### src/rtl/pipe_add_pkg.sv
// Shared configuration helpers and beat control types for the pipelined CLA adder.
// Parameter legality and slice/group geometry are derived here so every module agrees.
package pipe_add_pkg;

  typedef struct packed {
    logic sub;
    logic sat;
  } beat_ctl_t;

  function automatic bit cfg_ok(input int width, input int stages, input int block);
    if (width <= 0 || stages <= 0 || block <= 0) return 1'b0;
    if (width % stages != 0) return 1'b0;
    if ((width / stages) % block != 0) return 1'b0;
    return 1'b1;
  endfunction

  function automatic int slice_w(input int width, input int stages);
    return (stages > 0) ? width / stages : width;
  endfunction

  function automatic int group_cnt(input int slice, input int block);
    return (block > 0) ? slice / block : 1;
  endfunction

endpackage

### src/rtl/cla_slice.sv
// Combinational carry-lookahead adder for one pipeline slice, built from BLOCK-wide groups.
// Carries are fully flattened: group carries look ahead over all lower groups, bit carries over the group.
module cla_slice
  import pipe_add_pkg::*;
#(
  parameter int SLICE = 8,
  parameter int BLOCK = 4
) (
  input  logic [SLICE-1:0] a,
  input  logic [SLICE-1:0] b,
  input  logic             cin,
  output logic [SLICE-1:0] sum,
  output logic             cout,
  output logic             c_msb
);

  localparam int NG = group_cnt(SLICE, BLOCK);

  if (BLOCK <= 0 || SLICE % BLOCK != 0) begin : g_cfg_err
    $error("cla_slice: SLICE=%0d is not a multiple of BLOCK=%0d", SLICE, BLOCK);
  end

  logic [SLICE-1:0] g;
  logic [SLICE-1:0] p;
  logic [SLICE-1:0] c;
  logic [NG-1:0]    grp_g;
  logic [NG-1:0]    grp_p;
  logic [NG:0]      grp_c;

  assign g = a & b;
  assign p = a ^ b;

  always_comb begin : grp_pg
    logic gt;
    logic pt;
    gt    = 1'b0;
    pt    = 1'b1;
    grp_g = '0;
    grp_p = '0;
    for (int n = 0; n < NG; n++) begin
      gt = 1'b0;
      pt = 1'b1;
      for (int j = 0; j < BLOCK; j++) begin
        gt = g[n*BLOCK+j] | (p[n*BLOCK+j] & gt);
        pt = pt & p[n*BLOCK+j];
      end
      grp_g[n] = gt;
      grp_p[n] = pt;
    end
  end

  // Each group carry is a sum-of-products over all lower groups plus cin.
  always_comb begin : grp_carry
    logic ct;
    logic pr;
    ct       = 1'b0;
    pr       = 1'b1;
    grp_c    = '0;
    grp_c[0] = cin;
    for (int n = 0; n < NG; n++) begin
      ct = grp_g[n];
      pr = grp_p[n];
      for (int m = n - 1; m >= 0; m--) begin
        ct = ct | (pr & grp_g[m]);
        pr = pr & grp_p[m];
      end
      grp_c[n+1] = ct | (pr & cin);
    end
  end

  always_comb begin : bit_carry
    logic ct;
    logic pr;
    ct = 1'b0;
    pr = 1'b1;
    c  = '0;
    for (int n = 0; n < NG; n++) begin
      for (int j = 0; j < BLOCK; j++) begin
        ct = 1'b0;
        pr = 1'b1;
        for (int m = j - 1; m >= 0; m--) begin
          ct = ct | (pr & g[n*BLOCK+m]);
          pr = pr & p[n*BLOCK+m];
        end
        c[n*BLOCK+j] = ct | (pr & grp_c[n]);
      end
    end
  end

  assign sum   = p ^ c;
  assign cout  = grp_c[NG];
  assign c_msb = c[SLICE-1];

endmodule

### src/rtl/pipe_cla_adder.sv
// Pipelined CLA adder/subtractor: one WIDTH/STAGES slice per stage, STAGES-cycle latency, global stall on out_ready.
// Optional signed saturation of the result is built when PIPE_CLA_ADDER_SAT_EN is defined.
module pipe_cla_adder
  import pipe_add_pkg::*;
#(
  parameter int WIDTH  = 32,
  parameter int STAGES = 4,
  parameter int BLOCK  = 4
) (
  input  logic             clk,
  input  logic             rst_n,
  input  logic             in_valid,
  output logic             in_ready,
  input  logic [WIDTH-1:0] a,
  input  logic [WIDTH-1:0] b,
  input  logic             cin,
  input  logic             sub,
`ifdef PIPE_CLA_ADDER_SAT_EN
  input  logic             sat,
`endif
  output logic             out_valid,
  input  logic             out_ready,
  output logic [WIDTH-1:0] sum,
  output logic             cout,
  output logic             ovf
);

  localparam int SLICE = slice_w(WIDTH, STAGES);

  if (!cfg_ok(WIDTH, STAGES, BLOCK)) begin : g_cfg_err
    $error("pipe_cla_adder: illegal WIDTH=%0d STAGES=%0d BLOCK=%0d", WIDTH, STAGES, BLOCK);
  end

  typedef struct packed {
    logic [WIDTH-1:0] a;
    logic [WIDTH-1:0] b;
    beat_ctl_t        ctl;
  } beat_t;

  beat_t            in_beat;
  logic             advance;
  logic             fin_v;
  logic             fin_co;
  logic             fin_ovf;
  logic [WIDTH-1:0] fin_sum;
  logic [WIDTH-1:0] res_sum;

  assign advance      = !out_valid || out_ready;
  assign in_ready     = advance;
  assign in_beat.a    = a;
  assign in_beat.b    = b;
  assign in_beat.ctl.sub = sub;
`ifdef PIPE_CLA_ADDER_SAT_EN
  assign in_beat.ctl.sat = sat;
  logic fin_sat;
`else
  assign in_beat.ctl.sat = 1'b0;
`endif

  // Stage k register: a_q holds finished sum slices below k and raw operand A above;
  // b_q already carries the subtract inversion, so the slice only ever adds.
  for (genvar k = 0; k < STAGES; k++) begin : g_stage
    logic             v_q;
    logic             c_q;
    logic [WIDTH-1:0] a_q;
    logic [WIDTH-1:0] b_q;
    logic             v_d;
    logic             c_d;
    logic [WIDTH-1:0] a_d;
    logic [WIDTH-1:0] b_d;
    logic [WIDTH-1:0] a_nx;
    logic [SLICE-1:0] s;
    logic             co;
    logic             cm;
`ifdef PIPE_CLA_ADDER_SAT_EN
    logic             sat_q;
    logic             sat_d;
`endif

    if (k == 0) begin : g_src
      assign v_d = in_valid;
      assign a_d = in_beat.a;
      assign b_d = in_beat.ctl.sub ? ~in_beat.b : in_beat.b;
      assign c_d = in_beat.ctl.sub | cin;
`ifdef PIPE_CLA_ADDER_SAT_EN
      assign sat_d = in_beat.ctl.sat;
`endif
    end else begin : g_src
      assign v_d = g_stage[k-1].v_q;
      assign a_d = g_stage[k-1].a_nx;
      assign b_d = g_stage[k-1].b_q;
      assign c_d = g_stage[k-1].co;
`ifdef PIPE_CLA_ADDER_SAT_EN
      assign sat_d = g_stage[k-1].sat_q;
`endif
    end

    always_ff @(posedge clk or negedge rst_n) begin
      if (!rst_n) begin
        v_q <= 1'b0;
      end else if (advance) begin
        v_q <= v_d;
      end
    end

    always_ff @(posedge clk) begin
      if (advance) begin
        a_q <= a_d;
        b_q <= b_d;
        c_q <= c_d;
`ifdef PIPE_CLA_ADDER_SAT_EN
        sat_q <= sat_d;
`endif
      end
    end

    cla_slice #(
      .SLICE(SLICE),
      .BLOCK(BLOCK)
    ) u_slice (
      .a    (a_q[k*SLICE +: SLICE]),
      .b    (b_q[k*SLICE +: SLICE]),
      .cin  (c_q),
      .sum  (s),
      .cout (co),
      .c_msb(cm)
    );

    always_comb begin
      a_nx = a_q;
      a_nx[k*SLICE +: SLICE] = s;
    end

    if (k == STAGES - 1) begin : g_fin
      assign fin_v   = v_q;
      assign fin_sum = a_nx;
      assign fin_co  = co;
      assign fin_ovf = co ^ cm;
`ifdef PIPE_CLA_ADDER_SAT_EN
      assign fin_sat = sat_q;
`endif
    end
  end

`ifdef PIPE_CLA_ADDER_SAT_EN
  // On overflow the wrapped MSB is the inverse of the true sign.
  always_comb begin
    res_sum = fin_sum;
    if (fin_sat && fin_ovf) begin
      res_sum = fin_sum[WIDTH-1] ? {1'b0, {(WIDTH-1){1'b1}}} : {1'b1, {(WIDTH-1){1'b0}}};
    end
  end
`else
  assign res_sum = fin_sum;
`endif

  always_ff @(posedge clk or negedge rst_n) begin
    if (!rst_n) begin
      out_valid <= 1'b0;
      sum       <= '0;
      cout      <= 1'b0;
      ovf       <= 1'b0;
    end else if (advance) begin
      out_valid <= fin_v;
      if (fin_v) begin
        sum  <= res_sum;
        cout <= fin_co;
        ovf  <= fin_ovf;
      end
    end
  end

endmodule

### config.mk
export PLATFORM = sky130hd
export DESIGN_NAME = pipe_cla_adder
export DESIGN_NICKNAME = d
export VERILOG_FILES = /design/src/rtl/pipe_add_pkg.sv /design/src/rtl/cla_slice.sv /design/src/rtl/pipe_cla_adder.sv
export SDC_FILE = /design/constraint.sdc
export NUM_CORES = 1
export LEC_CHECK = 0
export ABC_AREA = 1
export BUFFER_PORTS_ARGS = -buffer_cell sky130_fd_sc_hd__buf_2
export CORE_ASPECT_RATIO = 0.75
export CORE_MARGIN = 2
export CORE_UTILIZATION = 40
export CTS_CLUSTER_SIZE = 14
export DETAILED_ROUTE_END_ITERATION = 16
export PLACE_DENSITY = 0.65
export SYNTH_ARGS = -nofsm -noshare
export SYNTH_HDL_FRONTEND = slang
export SYNTH_SLANG_ARGS = --single-unit
### constraint.sdc
create_clock -name clk -period 7.1 [get_ports clk]
set_input_delay 0.71 -clock clk [delete_from_list [all_inputs] [get_ports clk]]
set_output_delay 0.71 -clock clk [all_outputs]
set_load 0.03 [all_outputs]
==> out/results.ini <==
[floorplanning]
core_area_sq_um=23100
io_pins=106
dieArea_sq_um=25000
rows=48
initial_core_util=0.410
die_w_um=182
die_y_um=137

[setup_path]
crit_arrival_ps=2080
endpoint_kind=primary output
critPathSlowestCell=inv_8
critPathLaunchType=flop
worstSetupPathType=reg2out
required_ps=6390
crit_fanout=137
slowest_delay_ps=550
crit_chain=inv_1, nor2_4, inv_8, buf_2

[cts]
cts_htree_levels=1
post_cts_buffers=0
cts_tree=built
numClockSinks=251
clock_path_buffers=3
insertion_delay_ps=500
path_clk_slew_ps=60
cts_hold_buf=0
cts-root-buf=clkbuf_16
cts_resized=0
cts_made_buffers=25

[final_layout]
finalNetCount=832
area_growth_pct=17.7
final_cells=1039
diodes=0
drive_gt1_frac=0.222
final_cell_mix=edfxtp_1, nand2_1, buf_2
mostFrequentLayoutCell=edfxtp_1

[sta]
tightest_slew_ps=1020
fin_worst_hold_slack_ps=352
drv_slew=0
fin_ws_ps=4310
finalCritPeriodShare=0.393
layout_min_cycle_time_ps=2790
clock_skew_ps=8.67
hold_viol=0
setup_violations=0
tns_ps=0
max_freq_mhz=359
rsz0062_at_grt=false
max_slew_margin=0.321

[outcome]
status=finished, final reports clean

[detailed_routing]
dr_total_vias=4583
dr.first_iter.drc_count=209
vias_per_cell=4.41
drt-total-wl_um=13500
route.detailed.drc=0
firstDrtPassIters=4
drtAntennaViolNets=0
routedWlPerCell_um=13.0

[logic_synthesis]
syn-cell-area_sq_um=9480
syn_inst=600
synth-seq-cells=251
yosysUniqueCellTypes=29
synth_fp_nets=710
yosys_warnings=0
synth.avg_cell_area_sq_um=15.8
synth-seq-area-share=0.774

[pwr]
p_leak_nw=4.76
ir_drop_mv=0.216
p_per_area_nw_per_um2=461

[run]
max-cap-violations=0

[global_route]
grt_pass1_wl_um=22200
antenna_found_initial=0
grt_usage=0.112
grt_overflow=0
grt_max_degree=138
grt_pass1_vias=4487

[worst_hold_path]
hold_class=in2async

[place]
dpl_worst_slack_ps=4140
place_inst=995
place_congestion=0.758
dp_hpwl_um=8370
io_buffers=105

-- worst max-delay path: cells and delay by family (launching register included) --
kind / cells / cell delay (ps)
and+or+nand+nor: 1 / 70
buffers and inverters: 3 / 980
DFF: 1 / 370
-- final timing paths --
| check | startpoint | to | slack (ps) | cells after the start |
|---|---|---|---|---|
| hold / removal | rst_n | sum[31] | 350 | 1 |
| setup / recovery | out_valid | in_ready | 4310 | 4 |
| min in group clk | a[13] | g_stage[0].a_q[13] | 380 | 1 |
| hold reg to reg | g_stage[1].a_q[21] | g_stage[2].a_q[21] | 410 | 0 |
| setup reg to reg | out_valid | g_stage[0].a_q[2] | 4520 | 4 |
| max in group asynchronous | rst_n | sum[7] | 6170 | 1 |
-- power by group --
group | internal (mW) | switching [mW] | leakage, nW
registers | 2.33 | 0.175 | 2.64
clock network | 0.791 | 0.522 | 0.408
logic | 0.433 | 0.897 | 1.72
-- cells in the mapped netlist, drive strengths merged --
cell type | n | share of area
xor2 | 43 | 0.040
a21o | 5 | 0.0040
clkbuf | 1 | 0.00040
o21ai | 7 | 0.0037
nor2 | 10 | 0.0058
xnor2 | 4 | 0.0037
or2 | 3 | 0.0020
ha | 32 | 0.042
dfrtp | 39 | 0.10
nand3 | 18 | 0.012
a31oi | 1 | 0.00066
a22oi | 1 | 0.00079
a21oi | 14 | 0.0078
inv | 38 | 0.015
buf | 10 | 0.0061
and3 | 3 | 0.0020
nand2 | 151 | 0.063
fa | 8 | 0.017
edfxtp | 212 | 0.67
-- state kept, by name, indices dropped and copies added (netlist names) --
register	count
g_stage.b_q	80
fin_v	1
cout	1
out_valid	1
g_stage.c_q	4
ovf	1
g_stage.a_q	128
g_stage.v_q	3
sum	32
-- cells by family (layout without fill, tap and decap cells) --
logic type,after synthesis,in the layout,share of synthesized area
xor+xnor,47,47,0.0434
compound gates,28,28,0.0169
fa+ha+maj,40,40,0.0591
simple gates,185,185,0.0848
flops,251,251,0.774
buf+inv,49,188,0.0215
-- stage by stage --
step / util / area, sq um / total power [mW]
after detailed placement: 0.447 / 10300 / 3.90
final: 0.483 / 11200 / 5.15
after global placement: 0.447 / 10300 / 3.85
after global routing: 0.483 / 11200 / 5.51
after CTS: 0.483 / 11200 / 5.23
after floorplan: - / 9480 / 3.57
-- final cells by class --
type                            instances  area, sq um
Tap cell                              300          375
Fill cell                            1984        12000
Timing Repair Buffer                  106          533
Multi-Input combinational cell        300         1940
Sequential cell                       251         7340
Clock buffer                           29          641
Clock inverter                         15          180
Inverter                               38          150
-- layer usage --
layer,part of all wire,wire [um],track usage
met1,0.47,6280,0.151
met4,0.025,332,0.0339
met2,0.46,6200,0.179
met3,0.051,687,0.0299
met5,0,0,0
Note: power is estimated with default switching activity, not from simulation.
